===== src/rtl/alu_control_sequencer_pkg.sv =====
// rtl/alu_control_sequencer_pkg.sv - shared ALU op codes, control classes, funct codes, FSM states
// Purpose: single source of the 4-bit ALUOperation encoding and the decode rule used by the
//          control sequencer, the ALU and the main control unit.
// Ports:   none (package).
package alu_control_sequencer_pkg;

   // ALUOperation codes presented to the ALU
   localparam logic [3:0] OP_AND      = 4'b0000;
   localparam logic [3:0] OP_OR       = 4'b0001;
   localparam logic [3:0] OP_NOR      = 4'b0010;
   localparam logic [3:0] OP_ADD      = 4'b0011;
   localparam logic [3:0] OP_SUB      = 4'b0100;
   localparam logic [3:0] OP_INC      = 4'b0101;
   localparam logic [3:0] OP_MULTPLUS = 4'b0110;
   localparam logic [3:0] OP_NOP      = 4'b1111;

   // ALUOp class codes from the main control unit
   localparam logic [2:0] ALUOP_ADD   = 3'b000;
   localparam logic [2:0] ALUOP_SUB   = 3'b001;
   localparam logic [2:0] ALUOP_RTYPE = 3'b010;
   localparam logic [2:0] ALUOP_OR    = 3'b011;
   localparam logic [2:0] ALUOP_AND   = 3'b100;
   localparam logic [2:0] ALUOP_INC   = 3'b101;

   // R-type funct field codes
   localparam logic [5:0] FN_ADD  = 6'b100000;
   localparam logic [5:0] FN_SUB  = 6'b100010;
   localparam logic [5:0] FN_AND  = 6'b100100;
   localparam logic [5:0] FN_OR   = 6'b100101;
   localparam logic [5:0] FN_NOR  = 6'b100111;
   localparam logic [5:0] FN_MULT = 6'b011000;

   typedef enum logic [1:0] {
      ST_IDLE = 2'b00,
      ST_MUL  = 2'b01,
      ST_DONE = 2'b10
   } seq_state_t;

   typedef struct packed {
      logic       illegal;
      logic [3:0] op;
   } decode_t;

   // Undecodable combinations resolve to NOP so the ALU produces 0 while Illegal is flagged.
   function automatic decode_t decode_op(input logic [2:0] alu_op, input logic [5:0] funct);
      decode_t d;
      d.illegal = 1'b0;
      d.op      = OP_NOP;
      case (alu_op)
         ALUOP_ADD: d.op = OP_ADD;
         ALUOP_SUB: d.op = OP_SUB;
         ALUOP_OR:  d.op = OP_OR;
         ALUOP_AND: d.op = OP_AND;
         ALUOP_INC: d.op = OP_INC;
         ALUOP_RTYPE: begin
            case (funct)
               FN_ADD:  d.op = OP_ADD;
               FN_SUB:  d.op = OP_SUB;
               FN_AND:  d.op = OP_AND;
               FN_OR:   d.op = OP_OR;
               FN_NOR:  d.op = OP_NOR;
               FN_MULT: d.op = OP_MULTPLUS;
               default: d.illegal = 1'b1;
            endcase
         end
         default: d.illegal = 1'b1;
      endcase
      return d;
   endfunction

endpackage


===== src/rtl/alu_control_sequencer_mult_shift_add.sv =====
// rtl/alu_control_sequencer_mult_shift_add.sv - iterative shift-add multiplier with +1 on completion
// Purpose: computes ((A*B) mod 2^WIDTH) + 1 one partial product per stepped cycle.
// Ports:
//   clk, reset     clock, synchronous active-high reset
//   i_start        load operands, clear accumulator and counter
//   i_step         perform one shift-add iteration
//   i_a, i_b       operands, sampled on i_start
//   o_last         current step is the final iteration
//   o_done         1-cycle pulse, o_result updated
//   o_result       held result of the last completed multiply
module mult_shift_add
   import alu_control_sequencer_pkg::*;
#(
   parameter int WIDTH = 32,
   parameter int CNT_W = 6
) (
   input  logic             clk,
   input  logic             reset,
   input  logic             i_start,
   input  logic             i_step,
   input  logic [WIDTH-1:0] i_a,
   input  logic [WIDTH-1:0] i_b,
   output logic             o_last,
   output logic             o_done,
   output logic [WIDTH-1:0] o_result
);

   logic [WIDTH-1:0] r_a;
   logic [WIDTH-1:0] r_b;
   logic [WIDTH-1:0] r_acc;
   logic [CNT_W-1:0] r_cnt;
   logic             r_done;
   logic [WIDTH-1:0] r_result;

   logic [WIDTH-1:0] w_acc_next;
   logic             w_last;

   assign w_acc_next = r_acc + (r_b[0] ? r_a : '0);
   assign w_last     = (r_cnt == CNT_W'(WIDTH - 1));

   always_ff @(posedge clk) begin
      if (reset) begin
         r_a      <= '0;
         r_b      <= '0;
         r_acc    <= '0;
         r_cnt    <= '0;
         r_done   <= 1'b0;
         r_result <= '0;
      end else begin
         r_done <= 1'b0;
         if (i_start) begin
            r_a   <= i_a;
            r_b   <= i_b;
            r_acc <= '0;
            r_cnt <= '0;
         end else if (i_step) begin
            r_acc <= w_acc_next;
            r_a   <= r_a << 1;
            r_b   <= r_b >> 1;
            r_cnt <= r_cnt + CNT_W'(1);
            // Final partial product folds straight into the result so it is ready with the pulse.
            if (w_last) begin
               r_done   <= 1'b1;
               r_result <= w_acc_next + {{(WIDTH-1){1'b0}}, 1'b1};
            end
         end
      end
   end

   assign o_last   = w_last;
   assign o_done   = r_done;
   assign o_result = r_result;

endmodule


===== src/rtl/alu_control_sequencer.sv =====
// rtl/alu_control_sequencer.sv - ALUOp/funct decoder with stalling shift-add multiply sequencer
// Purpose: drives the 4-bit ALUOperation to the execute-stage ALU; runs MULTPLUS locally over
//          WIDTH cycles while holding the pipeline via Stall.
// Ports:
//   clk, reset     clock, synchronous active-high reset
//   Issue          new instruction valid (accepted only in IDLE)
//   ALUOp          control-unit class code
//   ALUFunction    R-type funct field
//   A, B           multiply operands, sampled on an accepted MULTPLUS
//   ALUOperation   registered op code to the ALU
//   Illegal        1-cycle pulse for an undecodable ALUOp/funct
//   Stall          high while the multiply iterates
//   MulDone        1-cycle pulse, MulResult valid
//   MulResult      ((A*B) mod 2^WIDTH) + 1, held until next MulDone or reset
module alu_control_sequencer
   import alu_control_sequencer_pkg::*;
#(
   parameter int WIDTH = 32,
   parameter int CNT_W = 6
) (
   input  logic             clk,
   input  logic             reset,
   input  logic             Issue,
   input  logic [2:0]       ALUOp,
   input  logic [5:0]       ALUFunction,
   input  logic [WIDTH-1:0] A,
   input  logic [WIDTH-1:0] B,
   output logic [3:0]       ALUOperation,
   output logic             Illegal,
   output logic             Stall,
   output logic             MulDone,
   output logic [WIDTH-1:0] MulResult
);

   seq_state_t r_state;
   seq_state_t w_next_state;

   logic [3:0] r_alu_operation;
   logic       r_illegal;

   decode_t    w_dec;
   logic [3:0] w_op_d;
   logic       w_illegal_d;
   logic       w_start;
   logic       w_step;
   logic       w_last;

   assign w_dec = decode_op(ALUOp, ALUFunction);

   always_ff @(posedge clk) begin
      if (reset) begin
         r_state         <= ST_IDLE;
         r_alu_operation <= OP_NOP;
         r_illegal       <= 1'b0;
      end else begin
         r_state         <= w_next_state;
         r_alu_operation <= w_op_d;
         r_illegal       <= w_illegal_d;
      end
   end

   // Issue outside IDLE (MUL or DONE) is dropped entirely: no decode, no Illegal pulse.
   always_comb begin
      w_next_state = r_state;
      w_op_d       = OP_NOP;
      w_illegal_d  = 1'b0;
      w_start      = 1'b0;
      w_step       = 1'b0;
      case (r_state)
         ST_IDLE: begin
            if (Issue) begin
               if (!w_dec.illegal && (w_dec.op == OP_MULTPLUS)) begin
                  w_start      = 1'b1;
                  w_next_state = ST_MUL;
               end else begin
                  w_op_d      = w_dec.op;
                  w_illegal_d = w_dec.illegal;
               end
            end
         end
         ST_MUL: begin
            w_step = 1'b1;
            if (w_last) begin
               w_next_state = ST_DONE;
            end
         end
         ST_DONE: begin
            w_next_state = ST_IDLE;
         end
         default: begin
            w_next_state = ST_IDLE;
         end
      endcase
   end

   mult_shift_add #(
      .WIDTH (WIDTH),
      .CNT_W (CNT_W)
   ) u_mult (
      .clk      (clk),
      .reset    (reset),
      .i_start  (w_start),
      .i_step   (w_step),
      .i_a      (A),
      .i_b      (B),
      .o_last   (w_last),
      .o_done   (MulDone),
      .o_result (MulResult)
   );

   assign ALUOperation = r_alu_operation;
   assign Illegal      = r_illegal;
   assign Stall        = (r_state == ST_MUL);

endmodule


===== config.mk =====
export PLATFORM = sky130hd
export DESIGN_NAME = alu_control_sequencer
export DESIGN_NICKNAME = d
export VERILOG_FILES = /design/src/rtl/alu_control_sequencer_pkg.sv /design/src/rtl/alu_control_sequencer_mult_shift_add.sv /design/src/rtl/alu_control_sequencer.sv
export SDC_FILE = /design/constraint.sdc
export NUM_CORES = 1
export LEC_CHECK = 0
export BUFFER_PORTS_ARGS = -buffer_cell sky130_fd_sc_hd__buf_2
export CAP_MARGIN = 20
export CORE_UTILIZATION = 60
export CTS_BUF_LIST = sky130_fd_sc_hd__clkbuf_8
export CTS_CLUSTER_DIAMETER = 100
export DETAILED_ROUTE_END_ITERATION = 10
export PLACE_DENSITY = 0.83
export SYNTH_ARGS = -nofsm -noshare
export SYNTH_HDL_FRONTEND = slang
export SYNTH_HIERARCHICAL = 1
export SYNTH_SLANG_ARGS = --single-unit
export TNS_END_PERCENT = 30

===== constraint.sdc =====
create_clock -name clk -period 5 [get_ports clk]
set_clock_uncertainty 0.05 [all_clocks]
set_input_delay 0.5 -clock clk [delete_from_list [all_inputs] [get_ports clk]]
set_output_delay 0.5 -clock clk [all_outputs]
set_load 0.005 [all_outputs]

# Word-level counts from Yosys, hierarchy flattened
# Cells that the tools add are included.
classes:
  muxes: 18
  n_bitwise: 4
  reduce_logical: 12
  n_eq_ne: 17
  n_addsub: 3
op_table:
  columns: ["cell", "n"]
  rows:
  - ["$mux 32", 5]
  - ["$pmux 4 s6", 2]
  - ["$add 32x1->32 const B", 1]
  - ["$add 32x32->32", 1]
  - ["$eq 6x6->1 const B", 5]
  - ["$eq 6x5->1 const B", 2]
  - ["$add 6x1->6 const B", 1]
  - ["$eq 3x2->1 const B", 2]
  - ["$eq 3x3->1 const B", 2]
  - ["$mux 1", 6]
  - ["$mux 2", 3]
  - ["$reduce_and 3->1", 2]
  - ["$reduce_or 6->1", 1]
  - ["$reduce_or 5->1", 1]
  - ["$eq 4x3->1 const B", 1]
  - ["$ne 2x2->1 const B", 2]
  - ["$not 1->1", 4]
  - ["$pmux 2 s2", 1]
  - ["$reduce_or 4->1", 1]
  - ["$eq 3x1->1 const B", 1]
  - ["$logic_not 3->1", 1]
  - ["$reduce_or 3->1", 1]
  - ["$eq 2x1->1 const B", 1]
  - ["$logic_not 2->1", 1]
  - ["other kinds (6)", 6]
word_totals:
  out_inout_bits: 39
  inputBits: 76
  ff_bits: 142
  wordCells: 63

# Longest topological paths before layout
depth:
  ltp_word: 11
  mapped_depth: 14
  depth_no_buf: 13

# By module
# The synthesis kept the hierarchy.
by_module_without_submodules:
  columns: ["module", "area_per_inst_um2", "instances", "cells_each"]
  rows:
  - ["mult_shift_add", 8164.1, 1, 1016]
  - ["alu_control_sequencer", 444.2, 1, 51]

# Worst setup path before layout
# Ideal clock, no wire load.
synth_path:
  kind: "register to register"
  start: "register u_mult.r_b[0]"
  end: "register u_mult.r_result[31], in the netlist u_mult/o_result[31]"
  t_arrival_ns: 3.407
  stages_incl_launch_ff: 15
  setup_time_ns: 0.114
  setup_slack_ns: 1.429
  synth_period_minus_slack_ns: 3.571
  path_cell_list: "dfxtp_1 > clkbuf_1 > and2_1 > ha_1 > fa_1 > a211oi_2 > nor2_1 > xor2_1 > nand4_2 > nor4b_2 > and3_1 > and4_4 > nand4_1 > xor2_1 > a21o_1"
synth_via:
  elab_chain_cells: 3
synth_lines:
  columns: ["element", "line_no", "source"]
  rows:
  - ["from (decl)", "alu_control_sequencer_mult_shift_add.sv:29", "logic [WIDTH-1:0] r_b;"]
  - ["from (signal assigned)", "alu_control_sequencer_mult_shift_add.sv:53", "r_b <= i_b;"]
  - ["from (signal assigned)", "alu_control_sequencer_mult_shift_add.sv:59", "r_b <= r_b >> 1;"]
  - ["$mux 32", "alu_control_sequencer_mult_shift_add.sv:38", "assign w_acc_next = r_acc + (r_b[0] ? r_a : '0);"]
  - ["$add 32x32->32", "alu_control_sequencer_mult_shift_add.sv:38", null]
  - ["$add 32x1->32", "alu_control_sequencer_mult_shift_add.sv:64", "r_result <= w_acc_next + {{(WIDTH-1){1'b0}}, 1'b1};"]
  - ["to (signal assigned)", "alu_control_sequencer_mult_shift_add.sv:64", null]
  - ["to (decl)", "alu_control_sequencer_mult_shift_add.sv:33", "logic [WIDTH-1:0] r_result;"]
# No other way between the ends.
# A chain may end at the register's enable or synchronous reset.

# Worst setup path in the final report
layout_path:
  start: "register u_mult.r_b[0]"
  end: "register u_mult.r_result[27], in the netlist u_mult/o_result[27]"
# The elaborated chain is that of the path after synthesis.

==> summary.txt <==
Detailed routing
  • Avg WL per Cell: 14.2 µm
  • Final WL: approximately 19000 µm
  • Iteration-0 DRC Markers: slightly below 500
  • # DRC: 0
  • Total iterations of the first detailed-routing run: 7
  • Post-route ant nets: 0
  • Vias per cell: around 5.7
  • Via count: 7628

Synthesis
  • Commonest cells post-synth: 234 x nor2_1, 142 x dfxtp_1, 107 x a21oi_1
  • Synth Flop Type: dfxtp_1
  • Post-synth EDFFs: 0
  • Syn Std Cell Area: between 8000 and 9000 µm²
  • Synthesized flop and latch total: between 100 and 150
  • Register area share after synthesis: approximately 33%
  • Syn Nets: 1177
  • Distinct cells, synth: between 70 and 80
  • Yosys Warn Count: 6
  • Syn_area_per_cell: 8.07 µm²
  • Top-area cell type share of the netlist area: approximately a third
  • Top-count cell post-synth: nor2_1
  • Fraction of registers with async set or reset after synthesis: 0%
  • Mapped Cells: 1067
  • Area leader, netlist: dfxtp_1
  • Area contributors post-synth: dfxtp_1 33%, mux2i_1 10%, nor2_1 10%, a21oi_1 6.2%, ha_1 4.8%

Timing
  • RSZ-0062 raised after global routing: false
  • Final setup vio count: 0
  • Period utilisation layout: a little over four fifths
  • Fmax: roughly 240 MHz
  • Final setup margin: approximately 0.76 ns
  • Final Max Slew Viols: 0
  • Min Tclk post-route: 4.24 ns
  • Hold Fails Final Rpt: 0
  • Setup TNS: 0 ns
  • Least-Margin Pin Slew: approximately 0.85 ns
  • Worst rel slew slack: between 40% and 50%

Finish
  • Share of layout cells above drive strength 1: about 17%
  • Final #Nets: roughly 1300
  • Antenna cell count: 0
  • Final instance area: between 9000 and 10000 µm²
  • Area grow syn2layout: 11.8%

Placement
  • Placer congestion estimate: roughly 0.91
  • Pre-CTS setup slack: 0.815 ns
  • DPL Wire Length: roughly 14000 µm
  • DP Area: about 9200 µm²
  • Port-buffer cells: 114

Status
  • Status: completed

Die
  • Top Ports: about 120
  • Initial Utilization: 61.8%
  • Rows: 43
  • Full die area: roughly 15000 µm²
  • Core area: 13900 µm²
  • Die X: approximately 120 µm
  • Chip height: about 120 µm

CTS
  • CTS Buf Count: 17
  • Hold-fix buffers at CTS: 0
  • TritonCTS clock tree: done
  • Postcts setup bufs: 0
  • Sink Count: about 140
  • Post-cts gate resize count: 0
  • Root Driver: clkbuf_8
  • H-tree depth: 4
  • Clk pin slew, worst setup/hold paths: about 0.080 ns
  • Max Buffers Root-to-Sink: 2
  • Clk_lat worst skew: ~0.46 ns

Global route
  • Pin count of the biggest net entering global routing: 93
  • Initial antenna violation count: 0
  • Vias in the first global route: 6589
  • Global Route Usage Sum: a little over a quarter
  • Total congestion overflow: 0
  • Global-route wire length before repair: around 31000 µm

Critical path
  • Crit end category: flop
  • Critical Path Source Type: flop
  • Worst path required time: roughly 5.3 ns
  • Stages on worst setup path: 13
  • Critical path data arrival time: between 4 and 5 ns
  • Maximum fanout along the worst path: 33
  • Buffers plus inverters on the worst setup path: 0
  • R2R cell count: 13
  • Sequence of cells on the critical path: and2_1 -> ha_1 -> fa_1 -> a211oi_2 -> nor2_1 -> xor2_1 -> nand4_2 -> nor4b_2 -> nand3_1 -> nor2_2 -> nand4_1 -> xnor2_1 -> a211oi_1
  • Cell family with most CP delay: simple AND/OR/NAND/NOR gates
  • Slowest stage delay, CP: approximately 0.58 ns
  • Slowest-stage cell, CP: dfxtp_1
  • CP Class: flop to flop

Power and ir drop
  • Worst VDD drop: roughly 0.20 mV
  • PD cells: around 220 nW/µm²
  • Static leakage: ~3.8 nW

Worst hold path
  • Worst Hold Path Cells: 3
  • Hold crit path type: input port to flop

Flow run
  • Max-cap violations: 0
## cell families after synthesis
kind of cell | count (synthesis) | synth area share, %
AND/OR/NAND/NOR | 443 | 25.1
AO/OA/AOI/OAI | 227 | 17.4
flip-flops | 142 | 33.0
multiplexers | 88 | 10.2
buffers and inverters | 79 | 3.75
XOR/XNOR | 54 | 5.49
adder cells (fa/ha/maj) | 34 | 5.03
## registers in the layout (all words and copies together), names as in the netlist
register         cells
u_mult/r_cnt         6
Illegal              1
r_state              2
u_mult/o_result     32
u_mult/r_b          32
u_mult/o_done        1
u_mult/r_acc        32
ALUOperation         4
u_mult/r_a          32
## per-stage QoR
stage          cells  power [mW]  util [%]  hold WS, ns
6_report        1335        2.14      69.0        0.222
4_1_cts         1335        2.16      69.0        0.200
3_5_place_dp    1304        1.23      66.1        0.397
5_1_grt         1335        2.22      69.0        0.207
3_3_place_gp    1304        1.23      66.1        0.388
2_1_floorplan   1067        1.19         -        0.386
## area by class of cell
cell class | count | area (µm²)
clock inverters | 12 | 146
clock buffers | 19 | 262
inverters | 14 | 52.6
well taps | 180 | 225
fillers | 1195 | 4310
flip-flops and latches | 142 | 2840
repair buffers | 122 | 633
multi-input cells | 846 | 5460
## per-layer routing
layer,up-vias,wire [µm],global-route usage [%]
li1,3909,-,-
met1,3452,9080,36.7
met2,248,8120,38.6
met3,19,1560,7.02
met4,0,248,8.26
met5,-,0,0
## worst register-to-register path: cells and delay by family (launching register included)
kind            cells  cell delay (ns)
flops               1             0.58
fa+ha+maj           2             0.64
xor+xnor            2             0.56
simple gates        7             1.72
compound gates      2             0.60
## path summary, 6_finish.rpt
kind / from / end / slack [ns]
max: u_mult/r_b[0] / u_mult/o_result[27] / 0.76
min: B[31] / u_mult/r_b[31] / 0.22
max reg2reg: u_mult/r_b[0] / u_mult/o_result[27] / 0.76
min reg2reg: u_mult/o_result[21] / u_mult/o_result[21] / 0.43
## cells in the final DEF (no fill, tap or decap), types with 4 or more instances in the layout
cell and instances:
a21oi_2 4, nor3b_1 6, nand3_1 16, nand2_1 55, o21ai_1 4, o21ai_0 21, nor2b_1 5, nor3_2 4
a21o_1 4, nand4_1 18, a21oi_1 107, and3_1 11, mux2i_1 88, a211oi_2 5, xor2_1 36, ha_1 33
clkbuf_8 19, or3_1 6, o21a_1 4, o211ai_1 8, xnor2_1 18, a31oi_1 4, and2_1 41, inv_1 16
dfxtp_1 142, a211oi_1 35, buf_4 9, nor2_1 233, nor3_1 13, buf_2 113
## power by group
part | switching [mW] | leakage (nW) | internal [mW] | total (mW)
logic | 0.0390 | 2.47 | 0.0306 | 0.0696
registers | 0.000726 | 1.14 | 1.13 | 1.13
clock network | 0.428 | 0.214 | 0.512 | 0.940
No activity file was read; power rests on OpenSTA's default activity.
